$ cat src/rtl/cwru_tx_pkg.sv
// Shared definitions for the CWRU link: controller state encoding and the key frame codes
// that the RX decoder also matches against.
package cwru_tx_pkg;

    typedef enum logic [1:0] {
        IDLE,
        LOAD,
        SEND,
        GAP
    } tx_state_t;

    localparam int FRAME_BITS = 8;

    // Key k sends (k+1) "10" pairs, MSB first, zero-filled.
    localparam logic [FRAME_BITS-1:0] KEY0_CODE = 8'b1000_0000;
    localparam logic [FRAME_BITS-1:0] KEY1_CODE = 8'b1010_0000;
    localparam logic [FRAME_BITS-1:0] KEY2_CODE = 8'b1010_1000;
    localparam logic [FRAME_BITS-1:0] KEY3_CODE = 8'b1010_1010;

    function automatic logic [FRAME_BITS-1:0] frame_code(input logic [1:0] key);
        case (key)
            2'd0:    return KEY0_CODE;
            2'd1:    return KEY1_CODE;
            2'd2:    return KEY2_CODE;
            default: return KEY3_CODE;
        endcase
    endfunction

    function automatic logic [1:0] onehot_to_idx(input logic [3:0] onehot);
        logic [1:0] idx;
        idx = 2'd0;
        for (int i = 0; i < 4; i++) begin
            if (onehot[i]) idx = 2'(i);
        end
        return idx;
    endfunction

endpackage

$ cat src/rtl/rr_arbiter4.sv
// Combinational 4-way round-robin arbiter: the first pending key at or after the pointer
// (with wrap-around) wins.
module rr_arbiter4 (
    input  logic [3:0] pending,
    input  logic [1:0] pointer,
    output logic [3:0] grant,
    output logic       valid
);

    logic [1:0] idx;

    always_comb begin
        // NOTE: every always_comb output gets a default first, so no latch can be inferred.
        grant = 4'b0000;
        idx   = 2'd0;
        // Walk from farthest to nearest so the closest pending key is written last and wins.
        for (int i = 3; i >= 0; i--) begin
            idx = pointer + 2'(i);
            if (pending[idx]) grant = 4'b0001 << idx;
        end
        valid = |pending;
    end

endmodule

$ cat src/rtl/key_frame_tx_scheduler.sv
// Queues key presses, picks one round-robin and serializes its 8-bit frame MSB first,
// followed by a low inter-frame gap. Define REQ_SYNC_EN to add a 2-flop REQ synchronizer.
module key_frame_tx_scheduler
    import cwru_tx_pkg::*;
#(
    parameter int BIT_CYCLES = 6250,
    parameter int GAP_BITS   = 2
) (
    input  logic       CLK,
    input  logic       RST,
    input  logic [3:0] REQ,
    output logic       TX_OUT,
    output logic       BUSY,
    output logic [3:0] GRANT,
    output logic       DONE
);

    localparam int GAP_TOTAL = GAP_BITS * BIT_CYCLES;
    localparam int BIT_CNT_W = (BIT_CYCLES > 1) ? $clog2(BIT_CYCLES) : 1;
    localparam int GAP_CNT_W = (GAP_TOTAL > 1) ? $clog2(GAP_TOTAL) : 1;
    localparam logic [BIT_CNT_W-1:0] BIT_LAST = BIT_CNT_W'(BIT_CYCLES - 1);
    localparam logic [GAP_CNT_W-1:0] GAP_LAST = GAP_CNT_W'(GAP_TOTAL - 1);

    tx_state_t             state, state_next;
    logic [3:0]            req_s, req_d, rise, pending;
    logic [1:0]            pointer, win_idx;
    logic [3:0]            arb_grant;
    logic                  arb_valid;
    logic [BIT_CNT_W-1:0]  bit_cnt;
    logic [2:0]            bit_idx;
    logic [GAP_CNT_W-1:0]  gap_cnt, gap_cnt_next;
    logic [FRAME_BITS-1:0] shift;
    logic                  bit_term, last_bit, gap_last, load_take;
    logic                  busy_next, done_next;

`ifdef REQ_SYNC_EN
    logic [3:0] sync_q1, sync_q2;

    always_ff @(posedge CLK) begin
        if (RST) begin
            sync_q1 <= 4'b1111;
            sync_q2 <= 4'b1111;
        end else begin
            sync_q1 <= REQ;
            sync_q2 <= sync_q1;
        end
    end

    assign req_s = sync_q2;
`else
    assign req_s = REQ;
`endif

    assign rise      = req_s & ~req_d;
    assign win_idx   = onehot_to_idx(arb_grant);
    assign bit_term  = (state == SEND) && (bit_cnt == BIT_LAST);
    assign last_bit  = bit_term && (bit_idx == 3'(FRAME_BITS - 1));
    assign gap_last  = (state == GAP) && (gap_cnt == GAP_LAST);
    assign load_take = (state == LOAD) && arb_valid;
    // The shift register empties to zero after the last bit, so the line idles low.
    assign TX_OUT    = shift[FRAME_BITS-1];

    rr_arbiter4 u_arb (
        .pending (pending),
        .pointer (pointer),
        .grant   (arb_grant),
        .valid   (arb_valid)
    );

    always_ff @(posedge CLK) begin
        if (RST) state <= IDLE;
        else     state <= state_next;
    end

    always_comb begin
        state_next = state;
        case (state)
            IDLE:    if (|pending) state_next = LOAD;
            LOAD:    state_next = arb_valid ? SEND : IDLE;
            SEND:    if (last_bit) state_next = GAP;
            GAP:     if (gap_last) state_next = IDLE;
            default: state_next = IDLE;
        endcase
    end

    // Outputs are computed one cycle ahead so BUSY and DONE come straight from flops.
    always_comb begin
        gap_cnt_next = (state == GAP) ? gap_cnt + GAP_CNT_W'(1) : '0;
        busy_next    = (state_next != IDLE);
        done_next    = (state_next == GAP) && (gap_cnt_next == GAP_LAST);
    end

    always_ff @(posedge CLK) begin
        if (RST) begin
            // NOTE: a high reset value on req_d means keys held through reset never look like new edges.
            req_d   <= 4'b1111;
            pending <= '0;
            pointer <= '0;
            bit_cnt <= '0;
            bit_idx <= '0;
            gap_cnt <= '0;
            shift   <= '0;
            GRANT   <= '0;
            BUSY    <= 1'b0;
            DONE    <= 1'b0;
        end else begin
            // NOTE: state updates are non-blocking so every flop sees this cycle's values.
            req_d   <= req_s;
            // Set wins: a fresh edge on the key being served survives its own clear.
            pending <= (pending & ~(load_take ? arb_grant : 4'b0000)) | rise;
            gap_cnt <= gap_cnt_next;
            BUSY    <= busy_next;
            DONE    <= done_next;
            case (state)
                LOAD: begin
                    if (arb_valid) begin
                        GRANT   <= arb_grant;
                        shift   <= frame_code(win_idx);
                        pointer <= win_idx + 2'd1;
                    end
                    bit_cnt <= '0;
                    bit_idx <= '0;
                end
                SEND: begin
                    if (bit_term) begin
                        bit_cnt <= '0;
                        bit_idx <= bit_idx + 3'd1;
                        shift   <= shift << 1;
                    end else begin
                        bit_cnt <= bit_cnt + BIT_CNT_W'(1);
                    end
                end
                GAP: if (gap_last) GRANT <= '0;
                default: ;
            endcase
        end
    end

endmodule

$ cat config.mk
export PLATFORM = sky130hd
export DESIGN_NAME = key_frame_tx_scheduler
export DESIGN_NICKNAME = d
export VERILOG_FILES = /design/src/rtl/cwru_tx_pkg.sv /design/src/rtl/rr_arbiter4.sv /design/src/rtl/key_frame_tx_scheduler.sv
export SDC_FILE = /design/constraint.sdc
export NUM_CORES = 1
export LEC_CHECK = 0
export BUFFER_PORTS_ARGS = -buffer_cell sky130_fd_sc_hd__buf_2
export CAP_MARGIN = 20
export CORE_MARGIN = 2
export CORE_UTILIZATION = 57
export CTS_BUF_LIST = sky130_fd_sc_hd__clkbuf_4
export DETAILED_ROUTE_END_ITERATION = 16
export PLACE_DENSITY = 0.78
export SLEW_MARGIN = 0
export SYNTH_ARGS = -nofsm -noshare
export SYNTH_HDL_FRONTEND = slang
export SYNTH_SLANG_ARGS = --single-unit
export TNS_END_PERCENT = 1
$ cat constraint.sdc
create_clock -name CLK -period 2.71 [get_ports CLK]
set_clock_uncertainty 0.05 [all_clocks]
set_input_delay 0.271 -clock CLK [delete_from_list [all_inputs] [get_ports CLK]]
set_output_delay 0.271 -clock CLK [all_outputs]
set_load 0.01 [all_outputs]
==> results of run 1 <==
-- metrics by stage --
step / worst slack [ns] / util, % / instances / hold WS [ns] / total power, mW
final: -0.0482 / 63.6 / 427 / 0.0384 / 1.67
after global routing: -0.161 / 63.6 / 427 / 0.0380 / 1.76
after CTS: -0.0187 / 62.7 / 423 / 0.0246 / 1.66
after detailed placement: -0.0322 / 61.4 / 415 / 0.397 / 1.30
after global placement: 0.0684 / 61.4 / 415 / 0.390 / 1.29
after floorplan: 0.00735 / - / 338 / 0.328 / 1.19
-- timing repair --
item	4_1_cts	5_1_grt
endpoints found under the setup margin	2	3
buffers inserted	0	4
resized for setup	2	4
pin swaps	0	6
-- state kept, by name, indices dropped and copies added (netlist names) --
name and flops:
gap_cnt 14, shift 7, req_d 4, bit_idx 3, GRANT 4, DONE 1
state 2, pending 4, pointer 2, bit_cnt 13, BUSY 1
-- power breakdown --
group	internal, mW	switching (mW)	total (mW)
clock network	0.122	0.245	0.367
registers	0.846	0.0296	0.875
logic	0.189	0.243	0.432
total	1.16	0.517	1.67
-- layer usage --
layer	share of wire [%]	global-route usage, %	up-vias
met3	2.4	4.50	7
met4	1.3	6.43	0
met2	49	37.9	37
li1	-	-	1220
met1	47	25.8	1145
met5	0	0	-
-- cells by family (layout without fill, tap and decap cells) --
logic type                 after synthesis  after routing  share of synthesized area [%]
buffers and inverters                   27             46                           3.72
xor gates and xnor gates                25             25                           7.48
and+or+nand+nor                        149            149                           25.4
DFF                                     55             55                           37.6
AOI/OAI and AO/OA                       58             58                           14.2
adders and majority gates               18             18                           7.69
muxes                                    6              6                           3.93
-- worst max path at each step --
stage / to / slack [ns] / depth (start not counted)
3_3_place_gp: shift[1]$_SDFFE_PP0P_ / 0.07 / 10
6_report: shift[1]$_SDFFE_PP0P_ / -0.05 / 11
5_1_grt: shift[1]$_SDFFE_PP0P_ / -0.16 / 11
4_1_cts: shift[1]$_SDFFE_PP0P_ / -0.02 / 10
2_1_floorplan: shift[1]$_SDFFE_PP0P_ / 0.007 / 11
3_5_place_dp: shift[5]$_SDFFE_PP0P_ / -0.03 / 11
-- synth_stat cells (2+ instances only) --
| cell type | number |
|---|---|
| nor2b_1 | 4 |
| nor3_1 | 6 |
| o211ai_1 | 2 |
| a221o_1 | 2 |
| nor3b_1 | 3 |
| nand2_1 | 37 |
| nor2_2 | 2 |
| a21oi_1 | 21 |
| nor2_1 | 47 |
| xor2_1 | 11 |
| clkbuf_1 | 12 |
| ha_1 | 18 |
| dfxtp_1 | 55 |
| or3_1 | 2 |
| nand4_1 | 7 |
| inv_1 | 13 |
| nand3_1 | 11 |
| a31oi_1 | 4 |
| a31o_1 | 2 |
| and3_1 | 7 |
| o41ai_2 | 2 |
| xnor2_1 | 14 |
| nand2b_1 | 3 |
| nor4_1 | 2 |
| or2_2 | 4 |
| mux4_2 | 3 |
| a221oi_1 | 2 |
| nor4b_1 | 3 |
| nand3b_1 | 2 |
| o21ai_0 | 8 |
| a22oi_1 | 2 |
| a32o_1 | 2 |
| and4_1 | 2 |
| o21ai_1 | 2 |
-- area by class of cell --
cell class / count / area (um^2)
Multi-Input combinational cell: 256 / 1750
Sequential cell: 55 / 1110
Fill cell: 441 / 1840
Clock buffer: 7 / 52.6
Inverter: 14 / 55.1
Tap cell: 70 / 87.6
Clock inverter: 1 / 5.00
Timing Repair Buffer: 24 / 150
==> impl_metrics.ini, run 1 <==
[run_status]
outcome = complete, but fails checks
violations = setup timing

[timing]
tightest_slew_ns = 0.602
fin_crit_sh_pct = 102
drv_slew = 0
hold_violations = 0
period_minus_slack_ns = 2.76
max_clock_freq_mhz = 363
rsz0062_at_grt = true
tns_ns = -0.0835
setup_viol = 2
setup_ws_ns = -0.0482
slew_headroom_pct = 59.6

[power_and_ir_drop]
p_per_area_nw_per_um2 = 522
vdd_drop_max_uv = 242
p_leak_nw = 1.16

[worst_setup_path]
timing.rr.start = pointer[0]$_SDFFE_PP0P_
crit_required_ns = 2.93
cp_data_arrival_time_ns = 2.98
crit_fanout = 8
reg2reg_to = shift[1]$_SDFFE_PP0P_
critPathLaunchType = flop
crit_type = reg2reg
reg2reg_depth = 11
end_kind = flop
critPathMaxStageDelay_ns = 0.59
cp_slowest_cell = mux4_2
reg2reg_slack_ns = -0.05
critPathLaunch = pointer[0]$_SDFFE_PP0P_
crit_path_cell_trace = inv_4 > ha_4 > mux4_2 > nor2b_1 > o31ai_4 > nor2_2 > or2_1 > ha_2 > and3_4 > a21oi_2 > nor2_1
cp_top_family = simple AND/OR/NAND/NOR gates
critical_path_buf_inv_count = 1

[layout]
syn_to_final_growth_pct = 9.44
final_cell_mix = dfxtp_1, nor2_1, nand2_1, a21oi_1, ha_1
antenna-diode-count = 0
final_common_cell = dfxtp_1
final_cell_area_um2 = 3210
drive_gt1_share_pct = 16.2
fin_nets = 380

[grt]
grt_pass1_wl_um = 9430
overflow = 0
grt_max_degree = 30
grt_pass1_vias = 2188
track_usage_pct = 21.3
antenna_found_initial = 0

[floorplanning]
ios = 13
dieArea_um2 = 5730
start_util_pct = 58.1
dieWidth_um = 75.7
rows = 26
die_height_um = 75.7
core_region_area_um2 = 5040

[yosys]
yosys_warnings = 0
yosysTopAreaCell = dfxtp_1
syn_avg_cell_area_um2 = 8.67
syn_nets = 362
synth-seq-cells = 55
synth_top_area_share_pct = 37.6
syn-instance-count = 338
synthArstFlopShare_pct = 0
synth-seq-area-share_pct = 37.6
synthTopCellsByArea = dfxtp_1, ha_1, nor2_1
yosys.cell_types.count = 55
synth-edff-count = 0
netlist_area_um2 = 2930
synth_ff_type = dfxtp_1

[hold_path]
min_path_type = in2reg
hold_end = req_d[2]$_SDFF_PP1_
min_path_cells = 2
hp-start = REQ[2]

[clocking]
clk_path_buf_depth = 2
cts_tree = yes
clock_latency_ns = 0.37
cts_hold_buf = 0
cts.htree.levels = 2
cts_buffers = 5
clkSlewWorstSetupHoldPaths_ns = 0.15
cts.sinks = 55
cts_root_buf = clkbuf_4

[detailed_routing]
drt_iter0_drc = 149
final_antenna_net_count = 0
vias = 2409
drt-total-wl_um = 5860
routed_via_density = 5.64
drc_errors = 0
first_pass_iters = 4
post_drt_wl_per_cell_um = 13.7

[placed_design]
io_buffers = 12
dp.final_hpwl_um = 4220
postPlaceCellArea_um2 = 3090
place.gp.congestion = 0.848

[flow_run]
cap_viol_max_count = 0
Note: power is estimated with default switching activity, not from simulation.
==> run 2: changes to the inputs <==
--- a/config.mk
+++ b/config.mk
@@ -7,11 +7,13 @@
 export LEC_CHECK = 0
 export BUFFER_PORTS_ARGS = -buffer_cell sky130_fd_sc_hd__buf_2
 export CAP_MARGIN = 20
-export CORE_MARGIN = 2
-export CORE_UTILIZATION = 57
+export CELL_PAD_IN_SITES_DETAIL_PLACEMENT = 0
+export CELL_PAD_IN_SITES_GLOBAL_PLACEMENT = 1
+export CORE_MARGIN = 1
+export CORE_UTILIZATION = 44
 export CTS_BUF_LIST = sky130_fd_sc_hd__clkbuf_4
 export DETAILED_ROUTE_END_ITERATION = 16
-export PLACE_DENSITY = 0.78
+export PLACE_DENSITY_LB_ADDON = 0.1
 export SLEW_MARGIN = 0
 export SYNTH_ARGS = -nofsm -noshare
 export SYNTH_HDL_FRONTEND = slang
==> impl_metrics.ini, run 2 (synthesis results as in run 1) <==
[detailed_routing]
drc_errors = 0
drt-total-wl_um = 6030
drt_iter0_drc = 107
final_antenna_net_count = 0
vias = 2319
post_drt_wl_per_cell_um = 14.0
routed_via_density = 5.38
first_pass_iters = 6

[timing]
rsz0062_at_grt = true
max_clock_freq_mhz = 372
setup_viol = 0
tightest_slew_ns = 0.600
slew_headroom_pct = 59.7
drv_slew = 0
fin_crit_sh_pct = 99.3
period_minus_slack_ns = 2.69
hold_violations = 0
tns_ns = 0
fin_hold_ws_ns = 0.0323

[grt]
antenna_found_initial = 0
grt_pass1_wl_um = 10300
grt_max_degree = 30
grt_pass1_vias = 2184
track_usage_pct = 17.9
overflow = 0

[layout]
reg_top3 = gap_cnt (14), bit_cnt (13), shift (7)
final_cells = 431
largest_reg_flops = 14
fin_util_pct = 49.7
syn_to_final_growth_pct = 8.37
drive_gt1_share_pct = 14.1
fin_nets = 377
final_cell_mix = dfxtp_1, nor2_1, nand2_1, a21oi_1, ha_1
regMostFlops = gap_cnt
antenna-diode-count = 0
final_common_cell = dfxtp_1

[floorplanning]
start_util_pct = 45.9
die_height_um = 83.6
ios = 13
dieArea_um2 = 6990
dieWidth_um = 83.6
rows = 29
core_region_area_um2 = 6390

[clocking]
cts.sinks = 55
cts.htree.levels = 2
cts_buffers = 5
postCtsSetupBuffers = 0
clkSlewWorstSetupHoldPaths_ns = 0.15
cts_hold_buf = 0
clk_path_buf_depth = 2
cts_root_buf = clkbuf_4
clock_latency_ns = 0.38
cts-resized-gates = 0
cts_tree = yes

[placed_design]
dp.final_hpwl_um = 4250
place.gp.congestion = 0.847
io_buffers = 12
post-place-cells = 423

[worst_setup_path]
end_kind = flop
crit_type = reg2reg
crit_required_ns = 2.93
cp_data_arrival_time_ns = 2.91
cp_slowest_cell = mux4_2
critPathLaunchType = flop
cp_top_family = compound AO/OA/AOI/OAI gates
critPathMaxStageDelay_ns = 0.58
critical_path_buf_inv_count = 1
crit_fanout = 8
crit_path_cell_trace = inv_4 > ha_4 > mux4_2 > a221o_1 > a22o_4 > or2_1 > ha_1 > and3_1 > a21oi_1 > nor2_1

[power_and_ir_drop]
p_per_area_nw_per_um2 = 521
p_leak_nw = 1.15
vdd_drop_max_uv = 224

[flow_run]
cap_viol_max_count = 0

[run_status]
outcome = completed

[hold_path]
min_path_type = in2reg
[run 2: cell count changes in the layout (fill, tap and decap cells not counted), sizes merged]
cell	change
clkinv	+1
buf	-3
clkbuf	-1
[run 2: cell type report]
type                       instances  area [um^2]
clock buffer                       6         45.0
clock inverter                     2         12.5
fill                             633         3210
inverter                          14         55.1
multi-input combinational        256         1730
sequential                        55         1100
tap                               77         96.3
timing repair buffer              21          128
[run 2: where the power goes]
| group | switching [mW] | internal (mW) | total [mW] | leakage, nW |
|---|---|---|---|---|
| logic | 0.241 | 0.175 | 0.416 | 0.669 |
| clock network | 0.254 | 0.111 | 0.366 | 0.0333 |
| registers | 0.0270 | 0.846 | 0.873 | 0.447 |
[run 2: path summary, 6_finish.rpt]
kind	from	to	slack (ns)	cells after the start
max reg2reg	pointer[0]$_SDFFE_PP0P_	shift[1]$_SDFFE_PP0P_	0.02	10
min reg2reg	shift[7]$_SDFFE_PP0P_	shift[7]$_SDFFE_PP0P_	0.41	2
max	pointer[0]$_SDFFE_PP0P_	shift[1]$_SDFFE_PP0P_	0.02	10
min	REQ[2]	req_d[2]$_SDFF_PP1_	0.03	2
[run 2: per-stage QoR]
step	power (mW)	setup WS, ns	area [um^2]
floorplan	1.19	0.00735	2940
global placement	1.30	0.0803	3110
detailed placement	1.30	0.0435	3110
CTS	1.68	0.0348	3170
global route	1.76	-0.0966	3170
finish	1.65	0.0185	3170
[run 2: per-layer routing]
| metal | part of all wire [%] | vias to the layer above | GRT usage (%) |
|---|---|---|---|
| met5 | 0 | - | 0 |
| met4 | 1.1 | 0 | 4.62 |
| met3 | 3.5 | 6 | 2.97 |
| met2 | 46 | 37 | 30.1 |
| met1 | 49 | 1070 | 23.9 |
| li1 | - | 1206 | - |
[run 2: worst reg2reg max path: cells and delay by family, from the launching register on]
family	cells	cell delay [ns]
AO/OA/AOI/OAI	3	0.68
adder cells (fa/ha/maj)	2	0.44
buffers and inverters	1	0.05
flip-flops	1	0.39
multiplexers	1	0.58
AND/OR/NAND/NOR	3	0.41
==> run 3: changes to the inputs <==
--- a/config.mk
+++ b/config.mk
@@ -10,7 +10,7 @@
 export CELL_PAD_IN_SITES_DETAIL_PLACEMENT = 0
 export CELL_PAD_IN_SITES_GLOBAL_PLACEMENT = 1
 export CORE_MARGIN = 1
-export CORE_UTILIZATION = 44
+export CORE_UTILIZATION = 49
 export CTS_BUF_LIST = sky130_fd_sc_hd__clkbuf_4
 export DETAILED_ROUTE_END_ITERATION = 16
 export PLACE_DENSITY_LB_ADDON = 0.1
==> constraint.sdc (replaced) <==
create_clock -name CLK -period 2.9 [get_ports CLK]
set_clock_uncertainty 0.05 [all_clocks]
set_input_delay 0.29 -clock CLK [delete_from_list [all_inputs] [get_ports CLK]]
set_output_delay 0.29 -clock CLK [all_outputs]
set_load 0.01 [all_outputs]
==> impl_metrics.ini, run 3 (synthesis results as in run 1) <==
[placed_design]
io_buffers = 12
dp.final_hpwl_um = 4140
place.gp.congestion = 0.823
post-place-cells = 413
postPlaceCellArea_um2 = 3050

[worst_setup_path]
crit_path_cell_trace = inv_1 > ha_4 > mux4_2 > nor2b_1 > o31ai_4 > nor2_2 > or2_1 > ha_1 > and3_1 > a21oi_1 > nor2_1
cp_data_arrival_time_ns = 3.01
critPathMaxStageDelay_ns = 0.57
critical_path_buf_inv_count = 1
crit_required_ns = 3.13
critPathLaunch = pointer[1]$_SDFFE_PP0P_
end_kind = flop
cp_top_family = simple AND/OR/NAND/NOR gates
cp_slowest_cell = mux4_2
crit_fanout = 7
critPathLaunchType = flop
timing.rr.start = pointer[1]$_SDFFE_PP0P_
crit_type = reg2reg

[grt]
overflow = 0
antenna_found_initial = 0
track_usage_pct = 19.8
grt_pass1_vias = 2197
grt_pass1_wl_um = 9950
grt_max_degree = 30

[timing]
drv_slew = 0
hold_violations = 0
tns_ns = 0
setup_viol = 0
max_clock_freq_mhz = 360
tightest_slew_ns = 0.629
rsz0062_at_grt = false
period_minus_slack_ns = 2.78
fin_crit_sh_pct = 95.8
slew_headroom_pct = 57.7
fin_hold_ws_ns = 0.0475

[power_and_ir_drop]
pwr-share-clk_pct = 26.0
seq_power_share_pct = 49.7
netSwitchingPower_mw = 0.500
p_per_area_nw_per_um2 = 515
p_leak_nw = 1.15
combPwrFrac_pct = 24.2
vdd_drop_max_uv = 286
swShare_pct = 30.6
internal_power_mw = 1.14

[clocking]
cts_tree = yes
cts_hold_buf = 0
clkSlewWorstSetupHoldPaths_ns = 0.16
cts_root_buf = clkbuf_4
cts.htree.levels = 2
cts.sinks = 55
cts_buffers = 5
clk_path_buf_depth = 2
clock_latency_ns = 0.37

[detailed_routing]
first_pass_iters = 4
routed_via_density = 5.57
final_antenna_net_count = 0
vias = 2357
drt-total-wl_um = 5850
drt_iter0_drc = 87
drc_errors = 0
post_drt_wl_per_cell_um = 13.8

[run_status]
outcome = completed

[layout]
syn_to_final_growth_pct = 8.50
fin_nets = 374
largest_reg_flops = 14
final_cell_area_um2 = 3180
drive_gt1_share_pct = 12.8
antenna-diode-count = 0
reg_top3 = gap_cnt (14), bit_cnt (13), shift (7)
fin_util_pct = 56.3
final_common_cell = dfxtp_1
final_cell_mix = dfxtp_1, nor2_1, nand2_1, a21oi_1, ha_1
fill_cells = 508
regMostFlops = gap_cnt
final_cells = 423

[hold_path]
min_path_type = in2reg
hp-start = REQ[3]

[floorplanning]
dieArea_um2 = 6290
ios = 13
die_height_um = 79.3
rows = 27
core_region_area_um2 = 5640
dieWidth_um = 79.3
start_util_pct = 51.9

[flow_run]
cap_viol_max_count = 0
==> run 3: path summary, 6_finish.rpt <==
path         slack (ns)                     to  cells past startpoint
max reg2reg        0.12  shift[1]$_SDFFE_PP0P_                     11
max                0.12  shift[1]$_SDFFE_PP0P_                     11
min reg2reg        0.42  shift[2]$_SDFFE_PP0P_                      2
min                0.05    req_d[3]$_SDFF_PP1_                      2
==> run 3: cell type report <==
cell class              count  area, um^2  area share, %
repair buffers             18         118           3.70
clock buffers               5        37.5           1.18
inverters                  14        52.6           1.65
clock inverters             3        38.8           1.22
multi-input cells         256        1740           54.7
flip-flops and latches     55        1100           34.7
well taps                  72        90.1           2.83
==> run 3: layer usage <==
layer | GRT usage (%) | vias up | wire length, um
met5 | 0 | - | 0
met4 | 5.82 | 0 | 90
met3 | 3.56 | 11 | 173
met2 | 33.4 | 39 | 2650
met1 | 25.7 | 1109 | 2940
li1 | - | 1198 | -
==> run 3: worst register-to-register path, delay by kind of cell (launching register included) <==
family / cells / cell delay, ns
mux: 1 / 0.57
flops: 1 / 0.36
fa+ha+maj: 2 / 0.46
simple gates: 5 / 0.71
compound gates: 2 / 0.45
buf+inv: 1 / 0.09
==> run 3: repair_timing <==
action	in CTS	in global routing
resized for setup	0	4
endpoints found under the setup margin	0	2
buffers inserted	0	2
==> run 3: per-stage QoR <==
stage | power (mW) | setup WS, ns
2_1_floorplan | 1.11 | 0.0565
3_3_place_gp | 1.19 | 0.206
3_5_place_dp | 1.19 | 0.145
4_1_cts | 1.61 | 0.121
5_1_grt | 1.73 | 0.00349
6_report | 1.64 | 0.121
==> run 3: power groups by stage <==
stage	Combinational, mW	Sequential (mW)	Clock, mW
floorplan	0.273	0.833	0
global placement	0.360	0.829	0
detailed placement	0.363	0.829	0
CTS	0.365	0.813	0.437
global route	0.441	0.820	0.466
finish	0.397	0.814	0.426
